===== src/rtl/tcdm_tx_beat_gen_ipa_pkg.sv =====
// Shared types and constants for the TCDM TX beat generator.
package mchan_ipa_pkg;

    typedef enum logic [0:0] {BG_IDLE, BG_RUN} bg_state_t;

    localparam int TCDM_WORD_BYTES = 4;

endpackage


===== src/rtl/tcdm_tx_beat_gen_ipa.sv =====
// Splits one TX transfer command into per-word read beats and tracks
// how many accepted transfers are still waiting for their synch pulse.
module tcdm_tx_beat_gen_ipa
    import mchan_ipa_pkg::*;
#(
    parameter int TRANS_SID_WIDTH = 2,
    parameter int TCDM_ADD_WIDTH  = 12,
    parameter int LEN_WIDTH       = 8,
    parameter int MAX_OUTST       = 4
) (
    input  logic                               clk_i,
    input  logic                               rst_i,
    input  logic                               cmd_req_i,
    output logic                               cmd_gnt_o,
    input  logic [TCDM_ADD_WIDTH-1:0]          cmd_add_i,
    input  logic [LEN_WIDTH-1:0]               cmd_len_i,
    input  logic [TRANS_SID_WIDTH-1:0]         cmd_sid_i,
    output logic                               beat_req_o,
    input  logic                               beat_gnt_i,
    output logic [TCDM_ADD_WIDTH-1:0]          beat_add_o,
    output logic [TRANS_SID_WIDTH-1:0]         beat_sid_o,
    output logic                               beat_eop_o,
    output logic                               beat_we_no,
    input  logic                               synch_req_i,
    output logic [$clog2(MAX_OUTST+1)-1:0]     outst_cnt_o,
    output logic                               busy_o
);

    localparam int CW = $clog2(MAX_OUTST+1);

    bg_state_t                  state_q, state_d;
    logic [TCDM_ADD_WIDTH-1:0]  add_q, add_d;
    logic [LEN_WIDTH-1:0]       rem_q, rem_d;
    logic [TRANS_SID_WIDTH-1:0] sid_q, sid_d;
    logic [CW-1:0]              cnt_q, cnt_d;

    logic run;
    logic cmd_gnt;
    logic synch_dec;

    always_comb begin
        run       = (state_q == BG_RUN);
        cmd_gnt   = ~rst_i & cmd_req_i & ~run & (cnt_q < CW'(MAX_OUTST));
        // A synch with nothing in flight is dropped unless it pairs with a grant.
        synch_dec = synch_req_i & ((cnt_q != '0) | cmd_gnt);
        cnt_d     = cnt_q + CW'(cmd_gnt) - CW'(synch_dec);

        state_d = state_q;
        add_d   = add_q;
        rem_d   = rem_q;
        sid_d   = sid_q;
        case (state_q)
            BG_IDLE: begin
                if (cmd_gnt) begin
                    add_d   = {cmd_add_i[TCDM_ADD_WIDTH-1:2], 2'b00};
                    rem_d   = cmd_len_i;
                    sid_d   = cmd_sid_i;
                    state_d = BG_RUN;
                end
            end
            BG_RUN: begin
                if (beat_gnt_i) begin
                    if (rem_q != '0) begin
                        add_d = add_q + TCDM_ADD_WIDTH'(TCDM_WORD_BYTES);
                        rem_d = rem_q - 1'b1;
                    end else begin
                        state_d = BG_IDLE;
                    end
                end
            end
            default: state_d = BG_IDLE;
        endcase
    end

    always_ff @(posedge clk_i) begin
        if (rst_i) begin
            state_q <= BG_IDLE;
            add_q   <= '0;
            rem_q   <= '0;
            sid_q   <= '0;
            cnt_q   <= '0;
        end else begin
            state_q <= state_d;
            add_q   <= add_d;
            rem_q   <= rem_d;
            sid_q   <= sid_d;
            cnt_q   <= cnt_d;
        end
    end

    // Outputs are forced quiet while reset is asserted, even before the first edge.
    assign cmd_gnt_o   = cmd_gnt;
    assign beat_req_o  = run & ~rst_i;
    assign beat_add_o  = rst_i ? '0 : add_q;
    assign beat_sid_o  = rst_i ? '0 : sid_q;
    assign beat_eop_o  = run & ~rst_i & (rem_q == '0);
    assign beat_we_no  = 1'b1;
    assign outst_cnt_o = rst_i ? '0 : cnt_q;
    assign busy_o      = ~rst_i & (run | (cnt_q != '0));

endmodule


===== config.mk =====
export PLATFORM = sky130hd
export DESIGN_NAME = tcdm_tx_beat_gen_ipa
export DESIGN_NICKNAME = d
export VERILOG_FILES = /design/src/rtl/tcdm_tx_beat_gen_ipa_pkg.sv /design/src/rtl/tcdm_tx_beat_gen_ipa.sv
export SDC_FILE = /design/constraint.sdc
export NUM_CORES = 1
export LEC_CHECK = 0
export BUFFER_PORTS_ARGS = -buffer_cell sky130_fd_sc_hd__buf_2
export CAP_MARGIN = 40
export CORE_MARGIN = 3
export CORE_UTILIZATION = 44
export DETAILED_ROUTE_END_ITERATION = 16
export PLACE_DENSITY = 0.77
export SKIP_LAST_GASP = 1
export SLEW_MARGIN = 5
export SYNTH_ARGS = -nofsm -noshare
export SYNTH_HDL_FRONTEND = slang
export SYNTH_SLANG_ARGS = --single-unit

===== constraint.sdc =====
create_clock -name clk_i -period 6.06 [get_ports clk_i]
set_input_delay 0.303 -clock clk_i [delete_from_list [all_inputs] [get_ports clk_i]]
set_output_delay 0.303 -clock clk_i [all_outputs]
set_load 0.05 [all_outputs]

Word level (Yosys, flattened, before mapping) --
Index checks and enable logic that the tools add are counted.
Operators by class: reduce and logical (&&, ||, !) cells 5, $add $sub $neg 4, equal/unequal tests 3, multiplexer cells 15, $lt $le $gt $ge 1, bitwise gates (word level) 11
Operators by type and width (count):
- $mux W12 | 4
- $mux W8 | 3
- $pmux W12 S2 | 1
- $pmux W8 S2 | 1
- $add A12 B3 Y12 const B | 1
- $logic_not A8 Y1 | 1
- $reduce_bool A8 Y1 | 1
- $sub A8 B1 Y8 const B | 1
- $and A1 B1 Y1 | 7
- $ne A2 B2 Y1 const B | 2
- $add A3 B1 Y3 | 1
- $lt A3 B3 Y1 const B | 1
- $mux W1 | 3
- $mux W3 | 1
- $reduce_and A3 Y1 | 1
- $reduce_bool A3 Y1 | 1
- $sub A3 B1 Y3 | 1
- $mux W2 | 1
- $ne A2 B1 Y1 const B | 1
- $not A1 Y1 | 2
- $or A1 B1 Y1 | 2
- $pmux W1 S2 | 1
- $reduce_and A2 Y1 | 1
Storage, ports and cells: input bits 27, bits in registers 26, output and inout bits 22

Logic depth before layout (Yosys ltp) --
Gate-level depths: netlist of the first run.
depth in word-level cells 7, mapped depth 10, depth with buffers taken out 8

Least setup slack after synthesis of the first run --
Ideal clock, no wire load.
path type flip-flop to output port, start register state_q, in the netlist run, end output beat_eop_o, path buffers 2, cell stages (with the launch flop) 6, required time 5757 ps, arrival 2099 ps, slack 3658 ps, cells stage by stage dfxtp_1 inv_1 clkbuf_1 clkbuf_1 nor2_1 and3_1
Between the ends: longest elaborated chain between the ends 2
RTL lines:
- start, declared | RTL line tcdm_tx_beat_gen_ipa.sv:31 | bg_state_t state_q, state_d;
- start signal, assigned | RTL line tcdm_tx_beat_gen_ipa.sv:83 | state_q <= state_d;
- $and A1 B1 Y1
- net beat_req_o | RTL line tcdm_tx_beat_gen_ipa.sv:18 | output logic beat_req_o,
- $and A1 B1 Y1 | RTL line tcdm_tx_beat_gen_ipa.sv:96 | assign beat_eop_o = run & ~rst_i & (rem_q == '0);
- end, declared | RTL line tcdm_tx_beat_gen_ipa.sv:22 | output logic beat_eop_o,
The timed path passes the listed nets, and every way through them passes these cells.

Worst setup path in the final report of the first run --
start register state_q, in the netlist run, end register cnt_q[2]
Between the ends: longest elaborated chain between the ends 6
RTL lines:
- $not A1 Y1 (no line) (*)
- $and A1 B1 Y1 (*) (2 in series) | RTL line tcdm_tx_beat_gen_ipa.sv:43 | cmd_gnt = ~rst_i & cmd_req_i & ~run & (cnt_q < CW'(MAX_OUTST));
- parallel branches: the longest is 2 deep, another holds $add A3 B1 Y3
- $sub A3 B1 Y3 (*) | RTL line tcdm_tx_beat_gen_ipa.sv:46 | cnt_d = cnt_q + CW'(cmd_gnt) - CW'(synch_dec);
- end signal, assigned | RTL line tcdm_tx_beat_gen_ipa.sv:87 | cnt_q <= cnt_d;
- end, declared | RTL line tcdm_tx_beat_gen_ipa.sv:35 | logic [CW-1:0] cnt_q, cnt_d;
Every way passes the cells marked *. A chain may end at the register's enable or synchronous reset.

==> Implementation_results.wiki, run 1 <==
{| class="wikitable"
! Metric !! Value
|-
| Critical path launch point type || flip-flop
|-
| Remaining DRCs || 0
|-
| Critical-path cell with the highest stage delay || sky130_fd_sc_hd__dfxtp_1
|-
| Total setup violations reported at the end of the flow || 0
|-
| Number of standard cells in the final layout excluding fillers || approximately 280
|-
| Outcome || completed
|-
| Number of placement rows || 21
|-
| Clock latency on the worst-skew pair || between 0.2 and 0.3 ns
|-
| Sort of element at the end of the critical path || flip-flop
|-
| Average footprint of a synthesized cell || 8.01 sq um
|-
| Post-detailed-route count of antenna-violating nets || 0
|-
| Gp weighted congestion || 0.878
|-
| Worst-path cell chain || or4b_1, a21boi_0, ha_1, inv_1, ha_1, fa_1, xnor2_1, nor2_1
|-
| Data arrival time of the critical path || 3.11 ns
|-
| Final HPWL DP || between 2 and 3 mm
|-
| Fraction of registers with async set or reset after synthesis || 0%
|-
| Part of the total power dissipated in combinational logic || 49.5%
|-
| Register Area || 480 sq um
|-
| Root buffer cell || sky130_fd_sc_hd__clkbuf_8
|-
| Share of post-route cells with drive strength above 1 || 24.1%
|-
| Worst-margin pin slew || between 0.8 and 0.9 ns
|-
| Worst vdd rail ir drop || roughly 0.00011 V
|-
| Worst endpoint required time || 6.19 ns
|-
| Area inside the core boundary || ~3500 sq um
|-
| Sw frac || 44.4%
|-
| Number of nets at the end of the flow || 271
|-
| Met2 layer usage reported by global route || 29.2%
|-
| Worst Setup Path Type || reg -> reg
|-
| Seq pwr share || 34.8%
|-
| Met3 GRT Util || 2.36%
|-
| Wire length of the first global-routing pass || about 6.3 mm
|-
| Number of enable-type register cells in the synthesized netlist || 0
|-
| Number of buffers and inverters on the critical path || 1
|-
| Final count of hold timing violations || 0
|-
| Remaining Overflow, GRT || 0
|-
| Clock-pin slew on the worst setup and hold paths || 0.08 ns
|-
| Post-CTS setup-driven buffer insertion count || 0
|-
| Starting DRT DRC Count || about 130
|-
| Number of antenna violations at the first check in global routing || 0
|-
| Net Sw Power || about 300 uW
|-
| Most common cell type on the critical path || sky130_fd_sc_hd__ha_1
|-
| Gate Count Post-Synth || 205
|-
| Global-route layer with the greatest usage || met2
|-
| Clock buffer depth || 2
|-
| Die boundary width || 67.1 um
|-
| Met1 track demand over resource in global routing || around 25%
|-
| Detailed Routing Iterations Pass 1 || 4
|-
| Via-to-Cell Ratio || 5.76
|-
| Total Routed Length || 3.99 mm
|-
| Starting density of the core || 47.3%
|-
| Number of global-route vias before repair || 1,400
|-
| Share of the clock period used by the worst path || 49.1%
|-
| IO Pins || 49
|-
| Placed cells || 279
|-
| RSZ-0062 raised after global routing || no
|-
| H-tree level count || 1
|-
| Sum of negative setup slack || 0 ns
|-
| Pin count of the biggest net entering global routing || 34
|-
| Leakage dissipation || around 0.0008 uW
|-
| Worst max-slew margin expressed relative to the limit || between 40% and 50%
|-
| Class of the tightest hold or removal check || in -> reg
|-
| CTS Hold Buffers Added || 0
|-
| Total area of multi-input combinational cells || around 1000 sq um
|-
| Delay of the slowest critical-path stage || 0.85 ns
|-
| Avg WL per Cell || 14.1 um
|-
| Resized cells post-CTS || 0
|-
| Total global routing track utilization || 18.1%
|-
| Routed vias || 1,629
|-
| Sequential share of the synthesized area || approximately 30%
|-
| Max Clk Rate || about 340 MHz
|-
| CTS tree || done
|-
| Worst clock skew || ~0.0013 ns
|-
| Clk network pwr share || 15.7%
|-
| Power Internal || 375 uW
|-
| Count of max-cap constraint violations || 0
|-
| Library cells used by synthesis || 49
|-
| Number of port buffers || 43
|-
| Cell Pwr Density || 360 nW/um^2
|-
| Crit path time final || between 2 and 3 ns
|-
| Die Height || 67.1 um
|-
| Num Clock Sinks || 24
|-
| Number of warnings printed during yosys synthesis || 0
|-
| Layout-stage area growth over the synthesis result || 14.5%
|-
| Final max-slew violation count || 0
|-
| Total standard cell area after synthesis || 1640 sq um
|-
| Number of flip-flops and latches in the synthesized netlist || 24
|-
| Final antenna diode count || 0
|-
| Fill cell count || between 300 and 400
|-
| Max FO, Critical Path || 23
|-
| Total power draw || 676 uW
|-
| Largest delay contributor family on the critical path || adder cells
|-
| Overall die area || roughly 4500 sq um
|-
| Clock buffers created by TritonCTS || 3
|-
| Most used flip-flop cell after synthesis || sky130_fd_sc_hd__dfxtp_1
|}
-- cell families (layout without fill, tap and decap cells) --
family	after synthesis	in the layout	share of synthesized area, %
flip-flops	24	24	29.3
multiplexers	4	4	2.44
AO/OA/AOI/OAI	57	57	25.7
buffers and inverters	31	62	10.1
other	2	3	0.457
XOR/XNOR	2	2	1.07
adder cells (fa/ha/maj)	6	6	5.03
AND/OR/NAND/NOR	79	79	25.9
-- metrics by stage --
step | cell area (sq um) | setup slack (ns) | utilization [%] | hold WS, ns
final | 1880 | 3.08 | 54.2 | 0.221
after global routing | 1880 | 2.85 | 54.2 | 0.237
after CTS | 1880 | 3.08 | 54.2 | 0.221
after detailed placement | 1820 | 3.08 | 52.6 | 0.494
after global placement | 1820 | 3.10 | 52.4 | 0.487
after floorplan | 1650 | 3.66 | - | 0.402
-- final cells by class --
type	instances	share of cell area [%]
Tap cell	46	3.06
Timing Repair Buffer	44	11.9
Multi-Input combinational cell	151	53.1
Inverter	14	3.46
Clock buffer	4	2.93
Sequential cell	24	25.6
-- state kept, by name, summed over array words and instances (netlist names) --
name	count
run	1
add_q	10
rem_q	8
sid_q	2
cnt_q	3
-- synthesized netlist by cell type, types with 2 or more instances --
cell type                  instances  area [sq um]
sky130_fd_sc_hd__xnor2_1           2          17.5
sky130_fd_sc_hd__a21o_1            2          15.0
sky130_fd_sc_hd__nor2b_1          12          75.1
sky130_fd_sc_hd__nand3_1          11          55.1
sky130_fd_sc_hd__nor3_1            6          30.0
sky130_fd_sc_hd__ha_1              5          62.6
sky130_fd_sc_hd__and3_1            3          18.8
sky130_fd_sc_hd__nand4_1           3          18.8
sky130_fd_sc_hd__nand2_1          21          78.8
sky130_fd_sc_hd__o22ai_1           6          37.5
sky130_fd_sc_hd__a32o_1            7          70.1
sky130_fd_sc_hd__o41ai_1           2          17.5
sky130_fd_sc_hd__buf_2             3          15.0
sky130_fd_sc_hd__a21oi_1          11          55.1
sky130_fd_sc_hd__nor2_1           13          48.8
sky130_fd_sc_hd__dfxtp_1          24           480
sky130_fd_sc_hd__nor4_1            2          12.5
sky130_fd_sc_hd__o21ai_0           8          40.0
sky130_fd_sc_hd__buf_4             4          30.0
sky130_fd_sc_hd__inv_1            13          48.8
sky130_fd_sc_hd__conb_1            2          7.51
sky130_fd_sc_hd__o32ai_1           4          35.0
sky130_fd_sc_hd__mux2i_1           4          40.0
sky130_fd_sc_hd__clkbuf_1          8          30.0
sky130_fd_sc_hd__a31oi_1           5          31.3
-- tightest hold or removal path, stage by stage --
cell	delay, ns
sky130_fd_sc_hd__buf_2	0.07
sky130_fd_sc_hd__nand2_1	0.04
sky130_fd_sc_hd__nand2_1	0.04
-- worst paths after layout --
path	from	endpoint	depth (start not counted)	slack, ns
worst max-delay path	run$_SDFF_PP0_	cnt_q[2]$_SDFF_PP0_	8	3.08
worst min-delay path	cmd_sid_i[1]	sid_q[1]$_SDFFE_PP0P_	3	0.22
worst max register to register	run$_SDFF_PP0_	cnt_q[2]$_SDFF_PP0_	8	3.08
worst min register to register	rem_q[4]$_SDFFE_PP0P_	rem_q[4]$_SDFFE_PP0P_	2	0.51
-- per-layer routing --
layer	vias up	part of all wire, %
met5	-	0
met4	0	0.78
met3	2	7.4
met2	70	47
met1	748	45
li1	809	-
-- power groups by stage --
stage,clock network [uW],registers (uW),logic [uW]
floorplan,0,220,291
global placement,0,237,327
detailed placement,0,238,334
CTS,109,234,336
global route,118,241,371
finish,106,235,334
-- placed cells by master, fill, tap and decap left out, types with 2 or more instances in the layout --
cell                       Yosys  layout
sky130_fd_sc_hd__inv_1        13      13
sky130_fd_sc_hd__nor3_1        6       6
sky130_fd_sc_hd__nand4_1       3       3
sky130_fd_sc_hd__nand2_1      21      21
sky130_fd_sc_hd__a21o_1        2       2
sky130_fd_sc_hd__o32ai_1       4       4
sky130_fd_sc_hd__mux2i_1       4       4
sky130_fd_sc_hd__nand3_1      11      11
sky130_fd_sc_hd__conb_1        2       3
sky130_fd_sc_hd__nor4_1        2       2
sky130_fd_sc_hd__a21oi_1      11      11
sky130_fd_sc_hd__nor2b_1      12      12
sky130_fd_sc_hd__nor2_1       13      13
sky130_fd_sc_hd__xnor2_1       2       2
sky130_fd_sc_hd__o41ai_1       2       2
sky130_fd_sc_hd__ha_1          5       5
sky130_fd_sc_hd__o22ai_1       6       6
sky130_fd_sc_hd__clkbuf_8      0       4
sky130_fd_sc_hd__and3_1        3       3
sky130_fd_sc_hd__a31oi_1       5       5
sky130_fd_sc_hd__o21ai_0       8       8
sky130_fd_sc_hd__a32o_1        7       7
sky130_fd_sc_hd__buf_2         3      43
sky130_fd_sc_hd__dfxtp_1      24      24
Power figures use the tool's default switching activity.
==> run 2: changes to the inputs <==
--- a/config.mk
+++ b/config.mk
@@ -10,7 +10,7 @@
 export CORE_MARGIN = 3
 export CORE_UTILIZATION = 44
 export DETAILED_ROUTE_END_ITERATION = 16
-export PLACE_DENSITY = 0.77
+export PLACE_DENSITY = 0.8
 export SKIP_LAST_GASP = 1
 export SLEW_MARGIN = 5
 export SYNTH_ARGS = -nofsm -noshare
==> constraint.sdc (replaced) <==
create_clock -name clk_i -period 2.7 [get_ports clk_i]
set_input_delay 0.135 -clock clk_i [delete_from_list [all_inputs] [get_ports clk_i]]
set_output_delay 0.135 -clock clk_i [all_outputs]
set_load 0.05 [all_outputs]
==> Implementation_results.wiki, run 2 (same netlist as run 1, synthesis figures left out) <==
{| class="wikitable"
! Metric !! Value
|-
| Cell Pwr Density || 803 nW/um^2
|-
| Number of buffers and inverters on the critical path || 1
|-
| Count of max-cap constraint violations || 0
|-
| H-tree level count || 1
|-
| Resized cells post-CTS || 0
|-
| Number of standard cells in the final layout excluding fillers || 286
|-
| Wire length of the first global-routing pass || 6.88 mm
|-
| Largest registers || add_q: 10 flops, rem_q: 8 flops, cnt_q: 3 flops
|-
| Worst-margin pin slew || 0.665 ns
|-
| Share of the clock period used by the worst path || 78.9%
|-
| Crit path time final || about 2.1 ns
|-
| Remaining Overflow, GRT || 0
|-
| Most common cell type on the critical path || sky130_fd_sc_hd__ha_1
|-
| Remaining DRCs || 0
|-
| Critical path launch point type || flip-flop
|-
| Clock latency on the worst-skew pair || 0.27 ns
|-
| Worst vdd rail ir drop || 0.000299 V
|-
| Num Clock Sinks || 24
|-
| Routed vias || 1,655
|-
| Die Height || 67.1 um
|-
| Outcome || completed
|-
| Starting density of the core || 47.3%
|-
| RSZ-0062 raised after global routing || no
|-
| IO Pins || 49
|-
| CTS Hold Buffers Added || 0
|-
| Final antenna diode count || 0
|-
| CTS tree || done
|-
| Worst clock skew || 0.00239 ns
|-
| Worst max-slew margin expressed relative to the limit || between 50% and 60%
|-
| Via-to-Cell Ratio || 5.79
|-
| Placed cells || 283
|-
| Most frequent cells in the layout || sky130_fd_sc_hd__buf_2 (43), sky130_fd_sc_hd__dfxtp_1 (24), sky130_fd_sc_hd__nand2_1 (21)
|-
| Sort of element at the end of the critical path || flip-flop
|-
| Worst Setup Path Type || reg -> reg
|-
| Max Clk Rate || 469 MHz
|-
| Total setup violations reported at the end of the flow || 0
|-
| Worst-path cell chain || or4b_1, a21boi_0, ha_1, inv_1, ha_1, fa_1, nor2b_1
|-
| Clock-pin slew on the worst setup and hold paths || 0.08 ns
|-
| Delay of the slowest critical-path stage || 0.54 ns
|-
| Final count of hold timing violations || 0
|-
| Starting DRT DRC Count || about 130
|-
| Leakage dissipation || 0.000834 uW
|-
| Flip-flop count of the largest register after layout || 10
|-
| Register with the most flip-flops || add_q
|-
| Clock buffers created by TritonCTS || 3
|-
| Final max-slew violation count || 0
|-
| Max FO, Critical Path || 2
|-
| Layout-stage area growth over the synthesis result || 15.5%
|-
| Number of nets at the end of the flow || 275
|-
| Number of global-route vias before repair || 1,522
|-
| Critical-path cell with the highest stage delay || sky130_fd_sc_hd__or4b_1
|-
| Root buffer cell || sky130_fd_sc_hd__clkbuf_8
|-
| Final HPWL DP || between 2 and 3 mm
|-
| Sum of negative setup slack || 0 ns
|-
| Gp weighted congestion || around 0.94
|-
| Share of post-route cells with drive strength above 1 || 25.0%
|-
| Overall die area || between 4000 and 5000 sq um
|-
| Avg WL per Cell || about 15 um
|-
| Worst endpoint required time || 2.85 ns
|-
| Number of port buffers || between 40 and 50
|-
| Number of antenna violations at the first check in global routing || 0
|-
| Total Routed Length || ~4.2 mm
|-
| Die boundary width || 67.1 um
|-
| Pin count of the biggest net entering global routing || 33
|-
| Number of placement rows || 21
|-
| Data arrival time of the critical path || 2.28 ns
|-
| Leading cell type in the layout, fill and taps excluded || sky130_fd_sc_hd__buf_2
|-
| Detailed Routing Iterations Pass 1 || 4
|-
| Class of the tightest hold or removal check || in -> reg
|-
| Largest delay contributor family on the critical path || adder cells
|-
| Post-detailed-route count of antenna-violating nets || 0
|-
| Area inside the core boundary || 3470 sq um
|-
| Clock buffer depth || 2
|-
| Post-CTS setup-driven buffer insertion count || 0
|-
| Total global routing track utilization || 19.6%
|}
run 2: area by class of cell:
type	count	area, sq um
fillers	345	1570
flip-flops and latches	24	480
well taps	46	57.6
clock buffers	3	41.3
multi-input cells	151	998
inverters	14	65.1
repair buffers	48	253
run 2: metal layers:
layer  vias to the layer above  global-route usage (%)  share of wire, %
li1                        816                       -                 -
met1                       768                    26.5                45
met2                        66                    32.0                48
met3                         5                    2.36               5.8
met4                         0                    6.33              0.97
met5                         -                       0                 0
run 2: final timing paths:
path,startpoint,endpoint,slack [ns],cells after the start
setup / recovery,run$_SDFF_PP0_,cnt_q[1]$_SDFF_PP0_,0.57,7
hold / removal,cmd_sid_i[1],sid_q[1]$_SDFFE_PP0P_,0.04,3
setup reg to reg,run$_SDFF_PP0_,cnt_q[1]$_SDFF_PP0_,0.57,7
hold reg to reg,rem_q[4]$_SDFFE_PP0P_,rem_q[4]$_SDFFE_PP0P_,0.51,2
run 2: metrics by stage:
stage | hold WS (ns) | setup WS (ns) | util (%) | area [sq um] | total power (uW)
2_1_floorplan | 0.234 | 0.321 | - | 1650 | 1150
3_3_place_gp | 0.319 | 0.600 | 53.5 | 1850 | 1290
3_5_place_dp | 0.323 | 0.563 | 53.5 | 1850 | 1310
4_1_cts | 0.0463 | 0.552 | 54.7 | 1900 | 1520
5_1_grt | 0.0512 | 0.470 | 54.7 | 1900 | 1630
6_report | 0.0430 | 0.570 | 54.7 | 1900 | 1520
run 2: report_power, final:
part           internal [uW]  switching, uW  leakage [uW]
combinational            300            503      0.000616
sequential               429           75.0      0.000196
clock                   99.9            115     0.0000216
total                    829            693      0.000834
run 2: worst register-to-register path, delay by kind of cell (launching register included):
family | cells | cell delay [ns]
adders and majority gates | 3 | 0.80
buffers and inverters | 1 | 0.06
DFF | 1 | 0.32
and+or+nand+nor | 2 | 0.67
AOI/OAI and AO/OA | 1 | 0.18
